`src/rtl/serial_sig_analyzer.sv`:
```
// Serial signature analyzer: folds a serial response stream into an n-bit
// internal-XOR signature register and compares it against a golden value.
// Optional build macro SSA_ABORT_EN adds an abort input that cancels a run.
module serial_sig_analyzer #(
    parameter int n  = 8,
    parameter int CW = 16
) (
    input  logic          clk,
    input  logic          rst,
    input  logic          start,
    input  logic          sin,
    input  logic          sin_valid,
    input  logic [n-1:0]  poly,
    input  logic [n-1:0]  seed,
    input  logic [CW-1:0] length,
    input  logic [n-1:0]  golden,
`ifdef SSA_ABORT_EN
    input  logic          abort,
`endif
    output logic          busy,
    output logic          done,
    output logic          pass,
    output logic [n-1:0]  signature
);

    typedef enum logic [1:0] {IDLE, RUN, CHECK, DONE} state_t;

    state_t        state, state_next;
    logic [n-1:0]  sig, sig_next, golden_q, golden_next, step_sig;
    logic [CW-1:0] cnt, cnt_next;
    logic          pass_next, abort_hit, fb;

`ifdef SSA_ABORT_EN
    assign abort_hit = abort;
`else
    assign abort_hit = 1'b0;
`endif

    // One compaction step, same shift/XOR structure as the pattern generator.
    always_comb begin
        fb = sig[0] ^ sin;
        step_sig = '0;
        step_sig[n-1] = fb;
        for (int i = 0; i < n-1; i++) begin
            step_sig[i] = sig[i+1] ^ (fb & poly[i]);
        end
    end

    always_comb begin
        state_next  = state;
        sig_next    = sig;
        cnt_next    = cnt;
        golden_next = golden_q;
        pass_next   = pass;
        case (state)
            IDLE, DONE: begin
                if (start) begin
                    sig_next    = seed;
                    cnt_next    = length;
                    golden_next = golden;
                    pass_next   = 1'b0;
                    state_next  = (length != '0) ? RUN : CHECK;
                end
            end
            RUN: begin
                if (abort_hit) begin
                    pass_next  = 1'b0;
                    state_next = IDLE;
                end else if (sin_valid) begin
                    sig_next = step_sig;
                    cnt_next = cnt - CW'(1);
                    if (cnt == CW'(1)) begin
                        state_next = CHECK;
                    end
                end
            end
            CHECK: begin
                if (abort_hit) begin
                    pass_next  = 1'b0;
                    state_next = IDLE;
                end else begin
                    pass_next  = (sig == golden_q);
                    state_next = DONE;
                end
            end
            default: state_next = IDLE;
        endcase
    end

    always_ff @(posedge clk or posedge rst) begin
        if (rst) begin
            state    <= IDLE;
            sig      <= '0;
            cnt      <= '0;
            golden_q <= '0;
            pass     <= 1'b0;
        end else begin
            state    <= state_next;
            sig      <= sig_next;
            cnt      <= cnt_next;
            golden_q <= golden_next;
            pass     <= pass_next;
        end
    end

    assign busy      = (state == RUN) || (state == CHECK);
    assign done      = (state == DONE);
    assign signature = sig;

endmodule
```
`config.mk`:
```
export PLATFORM = sky130hd
export DESIGN_NAME = serial_sig_analyzer
export DESIGN_NICKNAME = d
export VERILOG_FILES = /design/src/rtl/serial_sig_analyzer.sv
export SDC_FILE = /design/constraint.sdc
export NUM_CORES = 1
export LEC_CHECK = 0
export CAP_MARGIN = 20
export CORE_ASPECT_RATIO = 1.25
export CORE_MARGIN = 3
export CORE_UTILIZATION = 38
export CTS_BUF_LIST = sky130_fd_sc_hd__clkbuf_8
export DETAILED_ROUTE_END_ITERATION = 8
export GPL_TIMING_DRIVEN = 0
export HOLD_SLACK_MARGIN = 0.05
export PLACE_DENSITY = 0.69
export SETUP_SLACK_MARGIN = 0.05
export SKIP_CTS_REPAIR_TIMING = 1
export SLEW_MARGIN = 5
export SYNTH_ARGS = -nofsm -noshare
export SYNTH_HDL_FRONTEND = slang
export SYNTH_SLANG_ARGS = --single-unit
export TNS_END_PERCENT = 1
```
`constraint.sdc`:
```
create_clock -name clk -period 1.93 [get_ports clk]
set_input_delay 0.4825 -clock clk [delete_from_list [all_inputs] [get_ports clk]]
set_output_delay 0.4825 -clock clk [all_outputs]
set_load 0.01 [all_outputs]
```
==> impl_results.md, run 1 <==
* Outcome: finished with violations
* Failing checks: setup timing
* # DRC at 0
* Reg area at 876 sq um
* R2R depth at 8
* Top_reg_cell synth: dfrtp_1
* Hold Crit Depth at 2
* Initial antenna violation count at 0
* Worst slew pin tran at 0.766 ns
* Sequential-to-total area share from yosys stat at 0.390
* TritonCTS Buffers at 5
* Die height at 91.9 um
* Std-Cell Rows at 30
* Post-synth cell types at 49
* Max transition margin at 0.488
* Met3 routed WL at 381 um
* Clock latency at the later pin of the worst-skew pair at 0.29 ns
* Max Cap Violations at 0
* Worst Path Max Fanout at 10
* CTS tree: yes
* Top sig layer: met4
* Die X at about 75 um
* Syn Std Cell Area at 0.00224 sq mm
* FMAX at approximately 490 MHz
* Core footprint at 0.00556 sq mm
* Slowest stage cell, crit path: or4b_1
* Wire length per cell at 16.7 um
* Total negative slack at -0.541 ns
* Worst path required time at 2.12 ns
* Crit share post-route at 1.06
* I/O pins at 56
* GR Overflow Total at 0
* Via Count at 2130
* Placed insts at 363
* Multi-input gate area at 0.00126 sq mm
* Drt first pass iters at 4
* Post-synth ARST share at 1.00
* Avg Cell Area, Syn at 9.16 sq um
* Most used cell, CP: buf_4
* Hpwl dp at 4550 um
* IR drop worst, VDD at 0.000756 V
* Place WS at -0.769 ns
* Syn nets at around 300
* Clock buffer depth at 2
* Pwr Total at 0.00496 W
* Post-DR vias/cell at 5.73
* CP startpoint kind: register
* Diodes inserted at 0
* Hold Fails Final Rpt at 0
* Ranking of synthesized cells by area: dfrtp_1, nor2_1, mux2_2
* Root buf cell: clkbuf_8
* YS warnings at 0
* Setup CP Type: register to register
* Slew Limit Fails at 0
* Post-route worst setup slack at -0.110 ns
* Setup violators final at 14
* Post-synthesis register bit count at 35
* Area Overhead vs Synth at 34.9%
* RSZ-0062 raised after global routing: true
* Slowest cell delay on critical path at 0.48 ns
* First DRT Iteration DRCs at between 150 and 200
* CP Cell Sequence: buf_4 -> ha_1 -> buf_6 -> and3b_2 -> a31oi_1 -> buf_4 -> or4b_1 -> o211ai_1
* Clock transition at path regs at 0.06 ns
* Die area at 0.00687 sq mm
* GRT Total Usage at 0.190
* Hold_sp: pass
* CP Capture Type: register
* Initial core utilization at 0.404
* Worst Path Arrival at about 2.2 ns
* First-pass GRT wire length at between 10000 and 15000 um
* Count leader, synth: dfrtp_1
* Mapped Cells at 245
* M1 WL at 2680 um
* Largest net degree at the start of global routing at 36
* Finished Layout Cells at 372
* CP startpoint: state[0]
* Fillcell total at 521
* Post-synth top area share at 0.390
* Post-route cell area at 0.00303 sq mm
* Pwr dens at about 1600 mW/mm^2
* Leakage at 1.27 nW
* Met2 WL post-DR at 3060 um
* Final RePlAce weighted congestion at around 0.85
* Nets at 357
* H-tree level count at 2
* Commonest cells post-synth: dfrtp_1, nor2_1, inv_1
* Hold Path Class: register to register
* Post-route ant nets at 0
* Number of global-route vias before repair at 2081
* Number of synthesized flops with an enable pin at 0
* Area leader, netlist: dfrtp_1
* Critical R2R Launch: state[0]
* Wirelength, routed at approximately 6200 um
* Layout cell share with drive strength beyond 1 at 0.114
* PortBufs at 54
* Fin crit period at a little over 2 ns
* Placed Instance Area at 0.00287 sq mm
* Num Clock Sinks at 35
* Clock Skew at around 0.011 ns
-- final timing paths --
check                         endpoint  slack [ns]
max in group asynchronous  golden_q[7]        0.78
setup reg to reg               cnt[11]       -0.11
min in group asynchronous       cnt[2]        0.64
hold / removal                    pass        0.51
hold reg to reg                   pass        0.51
setup / recovery               cnt[11]       -0.11
-- layout make-up --
| cell class | count | area share |
|---|---|---|
| Inverter | 17 | 0.0211 |
| Clock inverter | 3 | 0.00413 |
| Clock buffer | 5 | 0.0227 |
| Timing Repair Buffer | 55 | 0.184 |
| Tap cell | 64 | 0.0265 |
| Sequential cell | 35 | 0.289 |
| Multi-Input combinational cell | 180 | 0.418 |
| Buffer | 13 | 0.0347 |
-- cells by family (layout without fill, tap and decap cells) --
group | after synthesis | count (layout) | synth area share
XOR/XNOR | 12 | 12 | 0.0468
AND/OR/NAND/NOR | 93 | 93 | 0.235
buffers and inverters | 30 | 93 | 0.0692
multiplexers | 11 | 11 | 0.0535
AO/OA/AOI/OAI | 59 | 59 | 0.177
adder cells (fa/ha/maj) | 5 | 5 | 0.0279
flip-flops | 35 | 35 | 0.390
-- cells in the final DEF (no fill, tap or decap), drive strengths merged, types with 2 or more instances in the layout --
cell type	count
a21oi	12
nor2	25
ha	5
xnor2	2
o22a	3
buf	7
o32a	2
mux2i	3
nand2	8
nand3	12
a22o	7
clkdlybuf4s50	51
clkbuf	12
nand3b	2
or4	3
nor4	8
a31oi	5
dfrtp	35
and3	7
a211oi	7
o21ai	16
xor2	10
nor3	5
nand4	7
mux2	8
inv	19
dlymetal6s2s	3
or3	10
-- metrics by stage --
| stage | hold WS (ns) | util |
|---|---|---|
| floorplan | 0.490 | - |
| global placement | 0.499 | 0.517 |
| detailed placement | 0.493 | 0.517 |
| CTS | 0.515 | 0.531 |
| global route | 0.532 | 0.545 |
| finish | 0.510 | 0.545 |
-- critical path, delay by kind of cell, from the launching register on --
family | cells | cell delay, ns
buf+inv | 3 | 0.48
fa+ha+maj | 1 | 0.19
simple gates | 2 | 0.74
compound gates | 2 | 0.16
flops | 1 | 0.38
-- state kept, by name, summed over array words and instances (netlist names) --
register   cells
cnt           16
golden_q       8
pass           1
signature      8
state          2
-- per-layer routing --
metal	vias to the layer above	track usage
met1	1020	0.252
met2	77	0.305
met3	8	0.0461
met4	0	0.0475
met5	-	0
li1	1025	-
-- power breakdown --
part,internal (W),switching (W),leakage (nW)
logic,0.00141,0.00145,0.807
clock network,0.000243,0.000259,0.0505
registers,0.00112,0.000483,0.413
total,0.00277,0.00219,1.27
Power figures use the tool's default switching activity.
==> run 2: changes to the inputs <==
Settings changed: CORE_UTILIZATION 38 to 45, PLACE_DENSITY 0.69 to 0.79.
==> run 2 against run 1 <==
The run still ends with setup timing left. Sequential share of layout area is 0.14 points lower. Final cell count shrank 1.3%. Setup slack better by 0.069 ns. Register-to-register slack better by 0.07 ns. First-iteration DRC count decreased by 12%. Core utilization grew 9.7 points. Power increased by 3.1%. Critical path depth fell by 4. Worst hold slack gained 0.015 ns. Die area decreased by 14%. Clock skew up 0.0015 ns. Largest cell class unchanged. Largest power group unchanged.
==> impl_results.md, run 2 (same netlist as run 1, synthesis figures left out) <==
* Outcome: finished with violations (unchanged)
* Failing checks: setup timing (unchanged)
* Hpwl dp at 4540 um (was 4550 um)
* Clock latency at the later pin of the worst-skew pair at 0.29 ns (about the same)
* Clock transition at path regs at 0.08 ns (was 0.06 ns)
* Wirelength, routed at 6280 um (was 6210 um)
* First DRT Iteration DRCs at 133 (was 151)
* Initial core utilization at 0.471 (was 0.404)
* Clock Skew at 0.0122 ns (was 0.0107 ns)
* Max transition margin at 0.509 (was 0.488)
* Root buf cell: clkbuf_8 (unchanged)
* CP Cell Sequence: or4_4 -> or3_1 -> or4_4 -> nand3_1 (was buf_4 -> ha_1 -> buf_6 -> and3b_2 -> a31oi_1 -> buf_4 -> or4b_1 -> o211ai_1)
* Hold Fails Final Rpt at 0 (unchanged)
* H-tree level count at 2 (unchanged)
* Post-DR vias/cell at 5.84 (was 5.73)
* R2R depth at 4 (was 8)
* Setup CP Type: register to register (unchanged)
* Worst Path Max Fanout at 5 (was 10)
* Hold Path Class: register to register (unchanged)
* I/O pins at 56 (unchanged)
* Worst slew pin tran at 0.735 ns (was 0.766 ns)
* Post-route worst setup slack at -0.0412 ns (was -0.110 ns)
* Crit share post-route at 1.02 (was 1.06)
* Hold Crit Depth at 1 (was 2)
* Num Clock Sinks at 35 (unchanged)
* Pwr dens at 1670 mW/mm^2 (was 1640 mW/mm^2)
* Die height at 84.9 um (was 91.9 um)
* Clock buffer depth at 2 (unchanged)
* Pwr Total at 0.00511 W (was 0.00496 W)
* Placed insts at 359 (was 363)
* Number of global-route vias before repair at 2284 (was 2081)
* Commonest non-fill, non-tap cells in the layout: clkdlybuf4s50_1, dfrtp_1, nor2_1, a21oi_1, o21ai_0 (was clkdlybuf4s50_1, dfrtp_1, nor2_1, inv_1)
* Fin crit period at 1.97 ns (was 2.04 ns)
* Most flop-heavy register: cnt (unchanged)
* Max Cap Violations at 0 (unchanged)
* IR drop worst, VDD at 0.000882 V (was 0.000756 V)
* Most used cell, CP: or4_4 (was buf_4)
* Sw frac at 0.440 (was 0.442)
* Max reg flops at 16 (unchanged)
* Reg area at 881 sq um (was 876 sq um)
* # DRC at 0 (unchanged)
* Internal cell power at 0.00287 W (was 0.00277 W)
* Hold_sp: golden_q[6] (was pass)
* Worst path required time at 2.16 ns (was 2.12 ns)
* Combinational power share at 0.578 (was 0.576)
* Leakage at 1.26 nW (was 1.27 nW)
* NetSw at 0.00225 W (was 0.00219 W)
* GRT Total Usage at 0.222 (was 0.190)
* TritonCTS Buffers at 5 (unchanged)
* Nets at 357 (unchanged)
* Diodes inserted at 0 (unchanged)
* Finished Core Util at 0.642 (was 0.545)
* PortBufs at 54 (unchanged)
* Finished Layout Cells at 367 (was 372)
* Drt first pass iters at 4 (unchanged)
* Worst Path Arrival at 2.20 ns (was 2.23 ns)
* Multi-input gate area at 0.00128 sq mm (was 0.00126 sq mm)
* Critical R2R Launch: cnt[13] (was state[0])
* Fillcell total at 429 (was 521)
* Slew Limit Fails at 0 (unchanged)
* Place WS at -0.721 ns (was -0.769 ns)
* Wire length per cell at 17.1 um (was 16.7 um)
* R2r setup slk at -0.04 ns (was -0.11 ns)
* Std-Cell Rows at 28 (was 30)
* Total negative slack at -0.0579 ns (was -0.541 ns)
* Slowest stage cell, crit path: or4_4 (was or4b_1)
* Setup violators final at 4 (was 14)
* CP startpoint kind: register (unchanged)
* Layout cell share with drive strength beyond 1 at 0.156 (was 0.114)
* Clock share of power at 0.107 (was 0.101)
* FMAX at 507 MHz (was 490 MHz)
* Reg power frac at 0.315 (was 0.323)
* Initial antenna violation count at 0 (unchanged)
* Worst Hold End: golden_q[6] (was pass)
* Area Overhead vs Synth at 36.4% (was 34.9%)
* Die X at 69.2 um (was 74.7 um)
* RSZ-0062 raised after global routing: true (unchanged)
* CTS tree: yes (unchanged)
* Slowest cell delay on critical path at 0.59 ns (was 0.48 ns)
* Post-route ant nets at 0 (unchanged)
* Most common cell after layout, fill and taps aside: clkdlybuf4s50_1 (unchanged)
* CP Capture Type: register (unchanged)
* Final RePlAce weighted congestion at 0.913 (was 0.853)
* Die area at 0.00587 sq mm (was 0.00687 sq mm)
* First-pass GRT wire length at 10500 um (was 10200 um)
* Core footprint at 0.00476 sq mm (was 0.00556 sq mm)
* Critical R2R Capture: cnt[15] (was cnt[11])
* GR Overflow Total at 0 (unchanged)
* Largest net degree at the start of global routing at 36 (unchanged)
* Via Count at 2144 (was 2130)
run 2: through the flow:
stage                     area, sq um  hold WS (ns)
after floorplan                  2250         0.490
after CTS                        2950         0.525
after global placement           2870         0.493
after global routing             3060         0.556
after detailed placement         2870         0.504
final                            3060         0.525
run 2: worst max path at each step:
stage                         from       to  slack, ns  cells past startpoint
after floorplan           state[0]  cnt[10]     0.0008                      8
after global placement       start  cnt[11]      -0.76                      8
after detailed placement     start  cnt[11]      -0.72                      8
after CTS                 state[0]  cnt[11]      -0.53                      9
after global routing        cnt[0]  cnt[12]       -0.1                      6
final                      cnt[13]  cnt[15]      -0.04                      4
run 2: power groups by stage:
| stage | combinational [W] | sequential [W] | clock [W] |
|---|---|---|---|
| 3_3_place_gp | 0.00265 | 0.00155 | 0 |
| 4_1_cts | 0.00272 | 0.00155 | 0.000555 |
| 6_report | 0.00296 | 0.00161 | 0.000548 |
| 2_1_floorplan | 0.00186 | 0.00150 | 0 |
| 5_1_grt | 0.00323 | 0.00167 | 0.000593 |
| 3_5_place_dp | 0.00272 | 0.00156 | 0 |
run 2: final cells by class:
class	instances	area share
multi-input combinational	180	0.419
tap	60	0.0245
clock buffer	6	0.0270
clock inverter	1	0.00164
inverter	17	0.0209
sequential	35	0.288
buffer	13	0.0372
timing repair buffer	55	0.182
run 2: worst max-delay path: cells and delay by family, from the launching register on:
family           cells  cell delay, ns
and+or+nand+nor      4            1.48
DFF                  1            0.42
run 2: metal layers:
metal  share of wire  routed length, um  GRT usage  up-vias
met4           0.032                198      0.119        0
met3           0.055                346     0.0486       21
met2            0.50               3120      0.380       92
met5               0                  0          0        -
met1            0.42               2610      0.259     1008
li1                -                  -          -     1023
